[src/rtl/uart_rx_fifo.sv]
// uart_rx_fifo: receive-side byte buffer between the UART receive port and
// the bus side. Circular FIFO with show-ahead output, occupancy count,
// watermark interrupt and a sticky overflow flag for bytes dropped when full.
// Upstream is never back-pressured: once out of reset in_ready stays high,
// and a byte that arrives while the FIFO is full is discarded.
module uart_rx_fifo #(
  parameter int DEPTH = 16,
  parameter int WIDTH = 8
) (
  input  logic                       CLK,
  input  logic                       reset,
  input  logic [WIDTH-1:0]           in_data,
  input  logic                       in_valid,
  output logic                       in_ready,
  output logic [WIDTH-1:0]           out_data,
  output logic                       out_valid,
  input  logic                       out_ready,
  input  logic                       flush,
  input  logic [$clog2(DEPTH+1)-1:0] threshold,
  output logic [$clog2(DEPTH+1)-1:0] count,
  output logic                       irq,
  output logic                       overflow,
  input  logic                       clr_overflow
);

  localparam int AW = $clog2(DEPTH);
  localparam int CW = $clog2(DEPTH+1);

  logic [WIDTH-1:0] r_mem [DEPTH];
  logic [AW-1:0]    r_wr_ptr;
  logic [AW-1:0]    r_rd_ptr;
  logic [CW-1:0]    r_count;
  logic             r_in_ready;
  logic             r_irq;
  logic             r_overflow;

  logic             w_out_valid;
  logic             w_full;
  logic             w_push_req;
  logic             w_pop;
  logic             w_push;
  logic             w_drop;
  logic [CW-1:0]    w_count_next;

  // Handshake decode. in_ready is a register, so nothing here loops back
  // into the upstream valid. A push into a full FIFO is still accepted when
  // a pop frees a slot in the same cycle.
  assign w_out_valid = (r_count != '0);
  assign w_full      = (r_count == CW'(DEPTH));
  assign w_push_req  = in_valid & r_in_ready;
  assign w_pop       = w_out_valid & out_ready;
  assign w_push      = w_push_req & (~w_full | w_pop);
  assign w_drop      = w_push_req & w_full & ~w_pop & ~flush;

  // Next occupancy; flush wins over any push or pop in the same cycle.
  always_comb begin
    // NOTE: default assignment first so every path drives the signal and no latch is inferred.
    w_count_next = r_count;
    if (flush) begin
      w_count_next = '0;
    end else if (w_push && !w_pop) begin
      w_count_next = r_count + CW'(1);
    end else if (!w_push && w_pop) begin
      w_count_next = r_count - CW'(1);
    end
  end

  // Pointers, occupancy, in_ready, watermark interrupt and sticky overflow.
  always_ff @(posedge CLK or negedge reset) begin
    if (!reset) begin
      // NOTE: sequential state uses non-blocking assignments so all registers update together on the edge.
      r_wr_ptr   <= '0;
      r_rd_ptr   <= '0;
      r_count    <= '0;
      r_in_ready <= 1'b0;
      r_irq      <= 1'b0;
      r_overflow <= 1'b0;
    end else begin
      r_in_ready <= 1'b1;
      r_count    <= w_count_next;
      r_irq      <= (w_count_next >= threshold) && (threshold != '0);
      if (flush) begin
        r_wr_ptr <= '0;
        r_rd_ptr <= '0;
      end else begin
        if (w_push) r_wr_ptr <= r_wr_ptr + AW'(1);
        if (w_pop)  r_rd_ptr <= r_rd_ptr + AW'(1);
      end
      // A drop in the same cycle as a clear leaves the flag set.
      if (w_drop) begin
        r_overflow <= 1'b1;
      end else if (clr_overflow) begin
        r_overflow <= 1'b0;
      end
    end
  end

  // Storage write port; contents are only meaningful between rd and wr pointers.
  always_ff @(posedge CLK) begin
    // NOTE: the array has no reset; count and pointers define which entries are valid.
    if (w_push && !flush) begin
      r_mem[r_wr_ptr] <= in_data;
    end
  end

  assign in_ready  = r_in_ready;
  assign out_valid = w_out_valid;
  assign out_data  = r_mem[r_rd_ptr];
  assign count     = r_count;
  assign irq       = r_irq;
  assign overflow  = r_overflow;

endmodule

[config.mk]
export PLATFORM = sky130hd
export DESIGN_NAME = uart_rx_fifo
export DESIGN_NICKNAME = d
export VERILOG_FILES = /design/src/rtl/uart_rx_fifo.sv
export SDC_FILE = /design/constraint.sdc
export NUM_CORES = 1
export LEC_CHECK = 0
export CORE_ASPECT_RATIO = 1.4
export CORE_MARGIN = 2
export CORE_UTILIZATION = 43
export DETAILED_ROUTE_END_ITERATION = 8
export SKIP_CTS_REPAIR_TIMING = 1
export SLEW_MARGIN = 20
export SYNTH_ARGS = -nofsm -noshare
export SYNTH_HDL_FRONTEND = slang
export SYNTH_SLANG_ARGS = --single-unit
[constraint.sdc]
create_clock -name CLK -period 7.3 [get_ports CLK]
set_clock_uncertainty 0.05 [all_clocks]
set_input_delay 1.46 -clock CLK [delete_from_list [all_inputs] [get_ports CLK]]
set_output_delay 1.46 -clock CLK [all_outputs]
set_load 0.01 [all_outputs]
Word level (Yosys, flattened, before mapping)

Memory sizes are Yosys's and may differ from the RTL's.
Index checks and enable logic that the tools add are counted.

Register bits: 16
Memory bits (writable): 128
Input port bits: 19
Output and inout bits: 17
Logic and storage cells: 46
Memories kept: 1

Add/sub/neg operators: 4
$lt $le $gt $ge: 1
Eq/ne operators: 1
Multiplexer cells: 11
Bitwise operators: 10
Reductions and logical operators: 12

Memories:

| name  | words | bits a word | rd ports | clocked after Yosys merged registers in | write ports | line | text |
|---|---|---|---|---|---|---|---|
| r_mem | 16    | 8           | 1        | 0                                       | 1           | 29   | `logic [WIDTH-1:0] r_mem [DEPTH];` |

Operator list:

| cell                                                               | number |
|---|---|
| 4-bit 2-to-1 mux                                                   | 4 |
| 5-bit 2-to-1 mux                                                   | 3 |
| 5-bit nonzero test                                                 | 2 |
| 4-bit by 1-bit adder with 4-bit output, second input constant      | 2 |
| 1-bit AND                                                          | 6 |
| 2-bit nonzero test                                                 | 3 |
| 5-bit by 1-bit adder with 5-bit output, second input constant      | 1 |
| 5-bit equality test, second input constant                         | 1 |
| 5-bit >= comparator                                                | 1 |
| 5-bit by 1-bit subtractor with 5-bit output, second input constant | 1 |
| 1-bit logical AND                                                  | 4 |
| 1-bit 2-to-1 mux                                                   | 4 |
| 1-bit logical NOT                                                  | 3 |
| 1-bit inverter                                                     | 3 |
| 1-bit bitwise OR                                                   | 1 |

Logic depth before layout (Yosys ltp)

Depth in word-level cells: 11
Mapped depth: 14
Mapped depth without buffers: 14

Worst setup path after synthesis

OpenSTA, ideal clock, no wires.

Path type: input-to-reg
From: input port in_valid
To: register r_irq (netlist: irq)
Setup time: 0.126 ns
Data arrival time: 3.012 ns
Slack: 4.112 ns
Stages on the path: 10
Path through: and2_1 > a21oi_1 > o221ai_1 > nor2b_1 > a2111oi_2 > ha_1 > a21oi_1 > nor2b_1 > o21ai_0 > a21oi_1

Cells in the longest elaborated chain, start to end: 9
Elaborated cells between the ends (all ways): 10

Ends and longest elaborated chain:

| what                      | line | text |
|---|---|---|
| start: declaration        | 13   | `input logic in_valid,` |
| 1-bit AND *               | 50   | `assign w_push_req = in_valid & r_in_ready;` |
| 1-bit AND *               | 52   | `assign w_push = w_push_req & (~w_full \| w_pop);` |
| 1-bit logical NOT         | 63   | `end else if (!w_push && w_pop) begin` |
| 1-bit logical AND         | 63   |  |
| 5-bit 2-to-1 mux          | 63   |  |
| 5-bit 2-to-1 mux *        | 61   | `end else if (w_push && !w_pop) begin` |
| 5-bit 2-to-1 mux *        | 59   | `if (flush) begin` |
| named net w_count_next[1] | 43   | `logic [CW-1:0] w_count_next;` |
| 5-bit >= comparator *     | 81   | `r_irq <= (w_count_next >= threshold) && (threshold != '0);` |
| 1-bit logical AND *       | 81   |  |
| end signal: assignment    | 81   |  |
| end: declaration          | 34   | `logic r_irq;` |

Mark *: on every way through the listed nets, which the timed path passes. The rest lies on a longest branch.
A chain may end at the register's enable or synchronous reset.

Worst setup path after layout

From: register r_rd_ptr[0]
To: output port out_data[6]

Cells in the longest elaborated chain, start to end: 1

Ends and longest elaborated chain:

| what                     | line | text |
|---|---|---|
| start: declaration       | 31   | `logic [AW-1:0] r_rd_ptr;` |
| start signal: assignment | 87   | `if (w_pop) r_rd_ptr <= r_rd_ptr + AW'(1);` |
| memory 16 x 8 bit        | --   |  |
| end: declaration         | 15   | `output logic [WIDTH-1:0] out_data,` |

No other way between the ends.

==> impl_metrics.ini <==
[floorplanning]
initial_utilization_pct = 43.9
fp.dieArea_mm2 = 0.0151
num_io_pins = 36
die_x_um = 104
rows = 51
coreArea_mm2 = 0.0138
die_h_um = 145

[critical_path]
cpPeakStageDelay_ps = 850
worstSetupStartpointType = flip-flop
path_delay_family = multiplexers
ff2ff_path_depth = 12
cp_max_fo = 35
critPathKind = flip-flop to output port
crit_chain = mux4_2, mux4_2, clkdlybuf4s50_1
worstPathArrival_ps = 2880
crit_required_ps = 5790
cpMaxStageDelayCell = dfrtp_4
cp_num_cells = 3
crit_buf_inv = 1
crit_path_frequent_cell = mux4_2
endpoint_kind = output port

[timing]
timing.final.hold_violations = 0
period_minus_slack_ps = 4390
grt_setup_unrepaired = false
post-route-period-util_pct = 60.2
fin_setup_tns_ps = 0
setup_viol = 0
max_freq_mhz = 228
fin_ws_ps = 2910
slew_headroom_pct = 37.5
tightest_slew_ps = 935
slew_violations = 0

[clock_tree]
clk-insertion-delay-late_ps = 410
cts_num_sinks = 144
cts_root_buf = clkbuf_16
clockBufferDepth = 2
h-tree-depth = 4
cts_tree = done
cts_inserted_buffers = 17
clkTransAtPathRegs_ps = 60

[routing]
dr.pass1.iters = 6
vias = 3057
wl_met3_um = 428
wire_per_inst_um = 21.1
routed_wl_mm = 12.0
postRouteAntennaNets = 0
drc = 0
vias_per_cell = 5.40
wl_met2_mm = 6.84
dr.first_iter.drc_count = 177
routed.top_layer = met4
wl_met1_mm = 4.53

[placement]
gp_congestion = 0.759
pre_cts_ws_ps = 3020
postPlaceCellArea_mm2 = 0.00663
port_buffers = 35
dp_hpwl_mm = 7.72

[layout]
fin_util_pct = 52.7
n_fill_cell = 1120
syn2layout_area_growth_pct = 20.0
drive_gt1_share_pct = 18.6
antenna_cells = 0
layout_common_cells = 128 x edfxtp_1, 35 x clkdlybuf4s50_1, 25 x nor2_1, 21 x mux4_2, 19 x mux4_1
post-route-cell-area_mm2 = 0.00729
layout_commonest_cell = edfxtp_1
nNetsFinal = 399

[yosys]
synthArstFlopShare_pct = 11.1
syn-cell-area_mm2 = 0.00607
ys_types = 42
syn_area_per_cell_um2 = 19.3
ys_ff_latch = 144
synth_fp_nets = 346
syn-instance-count = 315
yosysSeqAreaShare_pct = 69.9
ys.flop_type = edfxtp_1
synth_edf_count = 128
yosysWarnings = 0

[power_and_ir_drop]
internal-power_mw = 1.74
peakVddDrop_uv = 175
p_sw_share_pct = 23.6
p_comb_share_pct = 15.8
p_leak_nw = 2.46
p_total_mw = 2.28
p_sw_mw = 0.537
seq_power_share_pct = 42.5
power_density_mw_per_mm2 = 312
pwr-share-clk_pct = 41.6

[global_routing]
grt_usage_pct = 17.1
grt_pass1_vias = 3202
grt_pass1_wl_mm = 18.2
grt_overflow = 0
grt_max_degree = 36
antenna_found_initial = 0

[min_path]
hold_depth = 2
hold_path_class = flip-flop to flip-flop

[run]
maxCapViolCount = 0

[run_status]
outcome = finished clean
## metrics by stage
| step | hold WS (ps) | cells |
|---|---|---|
| final | 479 | 566 |
| after global routing | 522 | 566 |
| after CTS | 485 | 566 |
| after detailed placement | 471 | 534 |
| after global placement | 473 | 534 |
| after floorplan | 500 | 315 |
## kinds of logic (layout without fill, tap and decap cells)
kind of cell | Yosys count | count (layout) | share of synthesized area, %
buf+inv | 26 | 92 | 2.76
fa+ha+maj | 12 | 12 | 2.47
flops | 144 | 144 | 69.9
mux | 41 | 41 | 16.2
simple gates | 63 | 63 | 5.31
other cells | 1 | 1 | 0.0617
compound gates | 19 | 19 | 2.06
xor+xnor | 9 | 9 | 1.30
## cell usage after synthesis (all sizes together), types with 2 or more instances
| cell | n | area share (%) |
|---|---|---|
| nor2 | 26 | 1.6 |
| nor2b | 4 | 0.41 |
| nand3 | 3 | 0.25 |
| and2 | 2 | 0.25 |
| ha | 12 | 2.5 |
| edfxtp | 128 | 63 |
| mux4 | 40 | 16 |
| buf | 11 | 1.8 |
| inv | 12 | 0.74 |
| or3 | 2 | 0.21 |
| xnor2 | 5 | 0.72 |
| xor2 | 4 | 0.58 |
| clkbuf | 3 | 0.25 |
| nand4 | 2 | 0.21 |
| a21oi | 6 | 0.49 |
| nand2 | 11 | 0.68 |
| o21ai | 4 | 0.33 |
| o22ai | 3 | 0.31 |
| nor3 | 4 | 0.33 |
| nand2b | 4 | 0.41 |
| dfrtp | 16 | 6.6 |
## path summary, 6_finish.rpt
check	slack [ps]	endpoint	startpoint
setup / recovery	2910	out_data[6]	r_rd_ptr[0]
hold reg to reg	480	overflow	overflow
min in group asynchronous	1430	in_ready	reset
max in group asynchronous	5240	r_rd_ptr[0]	reset
hold / removal	480	overflow	overflow
setup reg to reg	4330	irq	count[1]
## layer usage
| metal | global-route usage [%] | up-vias |
|---|---|---|
| met3 | 3.92 | 10 |
| met5 | 0 | - |
| met4 | 5.41 | 0 |
| met1 | 18.0 | 1599 |
| li1 | - | 1380 |
| met2 | 33.6 | 68 |
## sequential cells by signal, summed over array words and instances, names as in the netlist
name,count
irq,1
r_rd_ptr,4
r_mem,128
count,5
overflow,1
r_wr_ptr,4
in_ready,1
## power by group through the flow
stage               clock network (mW)  registers (mW)  logic [mW]
finish                           0.948           0.968       0.360
global route                     0.994           0.974       0.390
CTS                              0.960           0.969       0.366
detailed placement                   0           0.985       0.362
global placement                     0           0.985       0.359
floorplan                            0           0.955       0.283
## worst reg2reg max path, stage by stage, from the launching register on
cell       delay [ps]
dfrtp_1           470
inv_1             130
ha_1              210
or3b_1            380
a21oi_1           130
o221ai_1          120
nor2b_1           150
a2111oi_2         480
ha_1              320
a21oi_1           130
nor2b_1            50
o21ai_0           150
a21oi_1            90
## cell type report
| type | instances | area [um^2] | area share, % |
|---|---|---|---|
| timing repair buffer | 48 | 448 | 6.14 |
| clock inverter | 14 | 228 | 3.12 |
| multi-input combinational | 145 | 1660 | 22.8 |
| clock buffer | 18 | 429 | 5.89 |
| tap | 185 | 231 | 3.17 |
| sequential | 144 | 4250 | 58.3 |
| inverter | 12 | 45.0 | 0.618 |
Note: power is estimated with default switching activity, not from simulation.
